===== src/rtl/uart_tx_fsm.sv =====
// uart_tx_fsm: frame controller and line driver for the UART transmitter.
// Builds start(0), LSB-first data from the serializer, optional parity and
// stop(1) on TX_OUT, and drives the serializer's shift enable.
// Optional feature macro: UART_TX_PARITY_EN (parity state and parity logic).
// With the macro undefined, PAR_EN/PAR_TYP are still ports but are ignored.
module uart_tx_fsm #(
  parameter int unsigned DATA_WIDTH = 8
) (
  input  logic                  CLK,
  input  logic                  RST,
  input  logic                  DATA_VALID,
  input  logic [DATA_WIDTH-1:0] P_DATA,
  input  logic                  PAR_EN,
  input  logic                  PAR_TYP,
  input  logic                  ser_done,
  input  logic                  ser_data,
  output logic                  ser_en,
  output logic                  BUSY,
  output logic                  TX_OUT
);

  localparam int unsigned STATE_W = 3;

  typedef enum logic [STATE_W-1:0] {
    IDLE   = 3'd0,
    START  = 3'd1,
    DATA   = 3'd2,
`ifdef UART_TX_PARITY_EN
    PARITY = 3'd3,
`endif
    STOP   = 3'd4
  } state_t;

  state_t state;
  state_t state_n;
  logic   busy_n;

`ifdef UART_TX_PARITY_EN
  logic par_bit;
  logic par_bit_n;
  logic par_en_q;
  logic par_en_n;
`else
  // Parity inputs have no function in this build; keep them tied off visibly.
  logic unused_parity_inputs;
  assign unused_parity_inputs = ^{PAR_EN, PAR_TYP, P_DATA};
`endif

  // State, busy flag and per-frame parity settings register.
  always_ff @(posedge CLK) begin
    if (RST) begin
      state    <= IDLE;
      BUSY     <= 1'b0;
`ifdef UART_TX_PARITY_EN
      par_bit  <= 1'b0;
      par_en_q <= 1'b0;
`endif
    end else begin
      state    <= state_n;
      BUSY     <= busy_n;
`ifdef UART_TX_PARITY_EN
      par_bit  <= par_bit_n;
      par_en_q <= par_en_n;
`endif
    end
  end

  // Next-state logic; parity settings are captured only at the accept edge.
  always_comb begin
    state_n   = state;
`ifdef UART_TX_PARITY_EN
    par_bit_n = par_bit;
    par_en_n  = par_en_q;
`endif
    case (state)
      IDLE: begin
        if (DATA_VALID && !BUSY) begin
          state_n   = START;
`ifdef UART_TX_PARITY_EN
          par_bit_n = (^P_DATA) ^ PAR_TYP;
          par_en_n  = PAR_EN;
`endif
        end
      end
      START: state_n = DATA;
      DATA: begin
        if (ser_done) begin
`ifdef UART_TX_PARITY_EN
          state_n = par_en_q ? PARITY : STOP;
`else
          state_n = STOP;
`endif
        end
      end
`ifdef UART_TX_PARITY_EN
      PARITY: state_n = STOP;
`endif
      STOP:    state_n = IDLE;
      default: state_n = IDLE;
    endcase
    // Busy for every cycle the next state is part of a frame; clears with STOP->IDLE.
    busy_n = (state_n != IDLE);
  end

  // Line and shift-enable decode from the state register only (no DATA_VALID path).
  always_comb begin
    TX_OUT = 1'b1;
    ser_en = 1'b0;
    case (state)
      START: TX_OUT = 1'b0;
      DATA: begin
        TX_OUT = ser_data;
        ser_en = 1'b1;
      end
`ifdef UART_TX_PARITY_EN
      PARITY: TX_OUT = par_bit;
`endif
      default: begin
        TX_OUT = 1'b1;
        ser_en = 1'b0;
      end
    endcase
  end

endmodule


===== config.mk =====
export PLATFORM = sky130hd
export DESIGN_NAME = uart_tx_fsm
export DESIGN_NICKNAME = d
export VERILOG_FILES = /design/src/rtl/uart_tx_fsm.sv
export SDC_FILE = /design/constraint.sdc
export NUM_CORES = 1
export LEC_CHECK = 0
export CORE_AREA = 2 2 39 41
export CTS_CLUSTER_SIZE = 8
export DETAILED_ROUTE_END_ITERATION = 6
export DIE_AREA = 0 0 41 43
export PLACE_DENSITY = 0.49
export SYNTH_ARGS = -nofsm -noshare
export SYNTH_HDL_FRONTEND = slang
export SYNTH_SLANG_ARGS = --single-unit

===== constraint.sdc =====
create_clock -name CLK -period 0.9 [get_ports CLK]
set_input_delay 0.18 -clock CLK [delete_from_list [all_inputs] [get_ports CLK]]
set_output_delay 0.18 -clock CLK [all_outputs]
set_load 0.005 [all_outputs]

==> results.txt, run 1 <==
----------------------------------------------------
[Worst setup path]
  Critical Path, Cell by Cell ... clkdlybuf4s50_1 > nor3b_2 > o21bai_1 > buf_2
  Startpoint kind of the worst setup timing path ... input port
  Delay of the slowest critical-path stage ... between 0.4 and 0.5 ns
  Largest driver fanout on the critical path ... 1
  Worst path required time ... between 0.7 and 0.8 ns
  Cell with the largest stage delay on the worst path ... sky130_fd_sc_hd__clkdlybuf4s50_1
  Critical Path End Type ... primary output
  Crit path DAT ... between 0.9 and 1 ns
  Startpoint-to-endpoint class of the critical path ... input port to primary output

[Global route]
  Antenna violations before repair ... 0
  Tot GR Track Use ... 0.0704
  Wire length of the first global-routing pass ... ~770 um
  Largest net degree at the start of global routing ... 6
  Vias in the first global route ... between 150 and 200
  Total gr overflow ... 0

[Synth]
  Number of instances in the synthesized netlist ... 17
  Most area-hungry cell type in the Yosys netlist ... sky130_fd_sc_hd__dfxtp_1
  Seq/Total Area, Yosys ... 0.457
  Cell variety after synth ... 11
  Synth warn ... 0
  Register bit count reported by yosys ... 4
  Prevailing post-synth register cell ... sky130_fd_sc_hd__dfxtp_1
  Most numerous cell types in the synthesized netlist ... 4 x sky130_fd_sc_hd__dfxtp_1, 3 x sky130_fd_sc_hd__nor3b_1, 2 x sky130_fd_sc_hd__nor2_1
  Area of the mapped netlist ... between 150 and 200 sq um
  Biggest area contributors in the synthesized netlist ... sky130_fd_sc_hd__dfxtp_1 46%, sky130_fd_sc_hd__nor3b_1 13%, sky130_fd_sc_hd__and4b_2 6.4%
  Share of the synthesized area in the top cell type ... 0.457
  Leading cell type by number of instances after synthesis ... sky130_fd_sc_hd__dfxtp_1
  Net count of the mapped netlist ... 32
  Post-synth EDFFs ... 0
  Post-synthesis async set-or-reset flop share ... 0
  Mapped Avg Cell Area ... between 10 and 15 sq um

[STA]
  Worst-case setup margin in the final layout ... -0.254 ns
  Unrepaired setup endpoints after global routing ... true
  Relative slew margins ... 0.887
  Final min period ... ~1.2 ns
  Number of slew-limit violations in the final report ... 0
  Final critical-path share of the clock period ... 1.28
  Final setup viols ... 5
  Setup TNS Final ... -0.559 ns
  Hold slack ... ~0.60 ns
  FMAX ... slightly below 900 MHz
  Tightest Pin Transition ... 0.170 ns
  Hold Fails Final Rpt ... 0
  Post-route clock skew ... 0.000801 ns

[Die]
  Area of the die ... 1760 sq um
  Die Y ... 43 um
  Area inside the core boundary ... 1380 sq um
  Starting Density ... 0.127
  Ports ... 18
  Chip width ... a little over 40 um
  Number of placement rows ... 14

[Routing]
  ANT nets after route ... 0
  Initial DRC count ... 3
  Number of design rule violations left after detail routing ... 0
  Vias after detailed routing ... 193
  Average wire length per cell after detail routing ... 10.8 um
  TritonRoute pass-1 iters ... 5
  Total length of routed wires ... roughly 520 um
  Post-DR vias/cell ... between 4 and 5

[Placed design]
  Final weighted congestion of routability-driven global placement ... ~0.57
  Port Buffer Count ... 7

[Clocking]
  Level count of the clock H-tree ... 1
  Clock slew at the register clock pins of the worst setup and hold paths ... approximately 0.040 ns
  Num CTS Buffers ... 3
  Buffer cell driving the clock tree root ... sky130_fd_sc_hd__clkbuf_4
  CTS hold repair buffers ... 0
  TritonCTS clock tree ... yes
  Clock latency of the later-clocked register in the worst-skew pair ... between 0.2 and 0.25 ns
  Clk sink count ... 4
  Maximum clock insertion buffer count ... 2

[Power and ir drop]
  Share of power burned in registers ... 0.377
  Logic gate share of total power ... 0.203
  Pwr/cell area ... 1520 nW/um^2
  Power spent charging and discharging nets ... between 100 and 150 uW
  Cell-internal power ... between 400 and 500 uW
  Part of the total power dissipated in the clock network ... 0.420
  Switching share of power ... 0.238
  Leakage Power ... roughly 0.15 nW
  Peak supply drop ... between 0.0004 and 0.0005 V

[Final layout]
  Layout cell share with drive strength beyond 1 ... 0.656
  Area added between synthesis and finish ... 101%
  Filler cell count ... 157
  Total inserted antenna cells ... 0
  Final net count ... a little under 50

[Status]
  Status ... complete, but fails checks
  Violated checks ... negative setup slack

[Run]
  Max Cap Viol ... 0

[Worst hold path]
  Hold Crit Class ... input port to flop

----------------------------------------------------
[flip-flops by register name, indices dropped and copies added (netlist names)]
register	cells
state	3
BUSY	1
[per-layer routing]
| layer | global-route usage | up-vias | share of wire | routed length, um |
|---|---|---|---|---|
| met5 | 0 | - | 0 | 0 |
| met4 | 0.0600 | 0 | 0 | 0 |
| met3 | 0.0524 | 0 | 0.12 | 64 |
| met2 | 0.0813 | 10 | 0.44 | 230 |
| met1 | 0.0806 | 87 | 0.43 | 222 |
| li1 | - | 96 | - | - |
[worst max-delay path: cells and delay by family]
kind / cells / cell delay [ns]
and+or+nand+nor: 1 / 0.16
buffers and inverters: 2 / 0.54
AOI/OAI and AO/OA: 1 / 0.09
[kinds of logic (layout without fill, tap and decap cells)]
| family | count (synthesis) | count (layout) | synth area share |
|---|---|---|---|
| and+or+nand+nor | 9 | 9 | 0.357 |
| buffers and inverters | 0 | 15 | 0 |
| AOI/OAI and AO/OA | 4 | 4 | 0.186 |
| DFF | 4 | 4 | 0.457 |
[power by group through the flow]
| stage | Clock [mW] | Combinational (mW) | Sequential, mW |
|---|---|---|---|
| final | 0.225 | 0.109 | 0.202 |
| after CTS | 0.244 | 0.0997 | 0.201 |
| after detailed placement | 0 | 0.0977 | 0.201 |
| after global placement | 0 | 0.0965 | 0.200 |
| after global routing | 0.256 | 0.118 | 0.203 |
| after floorplan | 0 | 0.0327 | 0.204 |
[worst paths after layout]
kind                    from        to  slack [ns]  depth (start not counted)
hold reg to reg         BUSY  state[0]        0.60                          2
setup / recovery    ser_data    TX_OUT       -0.25                          4
setup reg to reg    state[1]      BUSY       -0.09                          4
hold / removal    DATA_VALID  state[0]        0.60                          3
[repair_timing]
item / in CTS / in global routing
pin swaps: 3 / 1
setup endpoints to repair: 6 / 6
setup buffers: 1 / 0
gates cloned: 0 / 0
gates resized for setup: 20 / 3
[cell type report]
class / count / area [sq um] / area share
multi-input combinational: 13 / 130 / 0.369
timing repair buffer: 12 / 96.3 / 0.273
sequential: 4 / 83.8 / 0.238
clock buffer: 3 / 22.5 / 0.0638
tap: 16 / 20.0 / 0.0567
[cells in the final DEF (no fill, tap or decap), types with 2 or more instances in the layout]
cell                              count
sky130_fd_sc_hd__clkdlybuf4s50_1      4
sky130_fd_sc_hd__buf_2                3
sky130_fd_sc_hd__clkbuf_4             3
sky130_fd_sc_hd__nor3b_2              2
sky130_fd_sc_hd__dfxtp_2              3
sky130_fd_sc_hd__buf_4                4
[per-stage QoR]
stage	power, mW	instances	util	setup WS (ns)	instance area [sq um]
after floorplan	0.236	17	-	0.0557	175
after global placement	0.297	44	0.213	-0.592	295
after detailed placement	0.299	44	0.213	-0.606	295
after CTS	0.545	48	0.244	-0.259	338
after global routing	0.577	48	0.255	-0.299	353
final	0.536	48	0.255	-0.254	353
Power figures use the tool's default switching activity.
==> run 2: changes to the inputs <==
Settings changed: CORE_AREA 2 2 39 41 to 4 4 41 43, DIE_AREA 0 0 41 43 to 0 0 45 47.
Clock period 0.9 ns to 1.3 ns, I/O delays scaled along.
==> run 2 against run 1 <==
Effect of this change:
- the flow now finishes without violations
- hold slack worse by 0.035 ns
- register-to-register slack better by 0.42 ns
- sequential power down 31%
- critical path depth down 1
- clock power down 31%
- critical endpoint unchanged
- largest cell class unchanged
- largest power group unchanged
==> results.txt, run 2 (synthesis results as in run 1) <==
----------------------------------------------------
[Status]
  Status ... completed

[Die]
  Ports ... 18 (unchanged)
  Area inside the core boundary ... 1300 sq um (-6.0%)
  Number of placement rows ... 13 (-1)
  Starting Density ... 0.135 (+0.00803)
  Die Y ... 47 um (+9.3%)
  Area of the die ... 2120 sq um (+20%)
  Chip width ... 45 um (+9.8%)

[Global route]
  Antenna violations before repair ... 0 (unchanged)
  Wire length of the first global-routing pass ... 869 um (+13%)
  Largest net degree at the start of global routing ... 6 (unchanged)
  Tot GR Track Use ... 0.0624 (-0.00800)
  Total gr overflow ... 0 (unchanged)
  Vias in the first global route ... 222 (+16%)

[Routing]
  Average wire length per cell after detail routing ... 11.4 um (+6.2%)
  Post-DR vias/cell ... 4.20 (+4.3%)
  Initial DRC count ... 2 (-1)
  TritonRoute pass-1 iters ... 2 (-3)
  ANT nets after route ... 0 (unchanged)
  Vias after detailed routing ... 193 (unchanged)
  Number of design rule violations left after detail routing ... 0 (unchanged)
  Total length of routed wires ... 526 um (+1.7%)

[Worst setup path]
  Startpoint-to-endpoint class of the critical path ... flop to primary output
  Worst path required time ... 1.04 ns (+0.32 ns)
  Critical Path End Type ... primary output
  Largest driver fanout on the critical path ... 4 (+3)
  Startpoint kind of the worst setup timing path ... flop
  Reg2reg setup slack ... 0.33 ns (+0.42 ns)
  Crit path DAT ... 0.99 ns (+0.02 ns)

[Placed design]
  Setup Slack @ Placement ... -0.410 ns (+0.196 ns)
  Post-placement cell area ... 294 sq um (-0.42%)
  Port Buffer Count ... 7 (unchanged)
  Final weighted congestion of routability-driven global placement ... 0.679 (+18%)

[Final layout]
  Area added between synthesis and finish ... 84.3%
  Post-layout instance area ... 323 sq um (-8.5%)
  Register with the most flip-flops ... state
  Leading cell type in the layout, fill and taps excluded ... sky130_fd_sc_hd__buf_4
  Final net count ... 48 (-2.0%)
  Layout cell share with drive strength beyond 1 ... 0.452 (-0.205)
  Most frequent cells in the layout ... 4 x sky130_fd_sc_hd__buf_4, 3 x sky130_fd_sc_hd__clkbuf_4, 3 x sky130_fd_sc_hd__clkdlybuf4s50_1
  Total inserted antenna cells ... 0 (unchanged)
  Max reg flops ... 3 (unchanged)
  Fraction of the core area covered by cells at the end of the flow ... 0.248 (-0.00690)
  Biggest regs ... state: 3 flops, BUSY: 1 flops

[STA]
  Hold Fails Final Rpt ... 0 (unchanged)
  Number of slew-limit violations in the final report ... 0 (unchanged)
  Post-route clock skew ... 0.00277 ns (+0.00197 ns)
  Tightest Pin Transition ... 0.240 ns (+0.0701 ns)
  Unrepaired setup endpoints after global routing ... true
  Final min period ... 1.25 ns
  Worst-case setup margin in the final layout ... 0.0507 ns (+0.305 ns)
  FMAX ... about 800 MHz
  Relative slew margins ... 0.838 (-0.0485)
  Final critical-path share of the clock period ... 0.961
  Setup TNS Final ... 0 ns (+0.559 ns)
  Final setup viols ... 0 (-5)

[Clocking]
  Buffer cell driving the clock tree root ... sky130_fd_sc_hd__clkbuf_4
  Clk sink count ... 4 (unchanged)
  Clock slew at the register clock pins of the worst setup and hold paths ... 0.04 ns (about the same)
  CTS hold repair buffers ... 0 (unchanged)
  Clock latency of the later-clocked register in the worst-skew pair ... 0.24 ns (about the same)
  Num CTS Buffers ... 3 (unchanged)
  TritonCTS clock tree ... yes
  Maximum clock insertion buffer count ... 2 (unchanged)
  Level count of the clock H-tree ... 1 (unchanged)
  Post CTS Setup Buffer Count ... 0 (-1)

[Power and ir drop]
  Share of power burned in registers ... 0.389 (+0.012)
  Part of the total power dissipated in the clock network ... 0.432 (+0.012)
  Cell-internal power ... 276 uW (-32%)
  Leakage Power ... 0.143 nW (-5.4%)
  Pwr/cell area ... 1110 nW/um^2 (-27%)
  Peak supply drop ... 0.000385 V (-22%)
  Logic gate share of total power ... 0.179 (-0.024)
  Power spent charging and discharging nets ... 81.6 uW (-36%)
  Switching share of power ... 0.228 (-0.00966)

[Worst hold path]
  Hold Crit Class ... flop to flop

[Run]
  Max Cap Viol ... 0 (unchanged)

----------------------------------------------------
==> run 2: final timing paths <==
check | cells after the start | end | startpoint
setup reg to reg | 3 | state[0] | state[2]
hold / removal | 2 | BUSY | BUSY
setup / recovery | 3 | TX_OUT | state[1]
hold reg to reg | 2 | BUSY | BUSY
==> run 2: routing by layer <==
metal,wire length [um],part of all wire,vias up,GRT usage
li1,-,-,93,-
met1,230,0.44,88,0.0522
met2,233,0.44,10,0.0960
met3,51,0.097,2,0.0498
met4,10,0.019,0,0.0526
met5,0,0,-,0
==> run 2: final cells by class <==
class,instances,area (sq um)
flip-flops and latches,4,82.6
well taps,15,18.8
multi-input cells,13,103
clock buffers,3,22.5
repair buffers,11,96.3
fillers,148,978
==> run 2: stage by stage <==
step / hold WS (ns) / cells / total power [mW]
2_1_floorplan: 0.426 / 17 / 0.164
3_3_place_gp: 0.540 / 43 / 0.205
3_5_place_dp: 0.562 / 43 / 0.209
4_1_cts: 0.571 / 46 / 0.366
5_1_grt: 0.591 / 46 / 0.383
6_report: 0.562 / 46 / 0.357
==> run 2: timing repair <==
action | 4_1_cts | 5_1_grt
cloned | 0 | 0
resized for setup | 4 | 8
pin swaps | 0 | 1
endpoints found under the setup margin | 3 | 2
==> run 2: critical path: stages, from the launching register on <==
cell                       delay [ns]
sky130_fd_sc_hd__dfxtp_2         0.33
sky130_fd_sc_hd__nor3b_2         0.15
sky130_fd_sc_hd__o21bai_1        0.14
sky130_fd_sc_hd__buf_2           0.13
==> run 2: power by group through the flow <==
stage	registers, mW	clock network, mW	logic, mW
after floorplan	0.141	0	0.0227
after global placement	0.138	0	0.0661
after detailed placement	0.139	0	0.0697
after CTS	0.138	0.163	0.0653
after global routing	0.140	0.172	0.0698
final	0.139	0.155	0.0640
==> run 3: changes to the inputs <==
Settings changed: HOLD_SLACK_MARGIN set to 0.02.
==> results of run 3 <==
Final layout, timing and power as in run 2 (identical DEF).
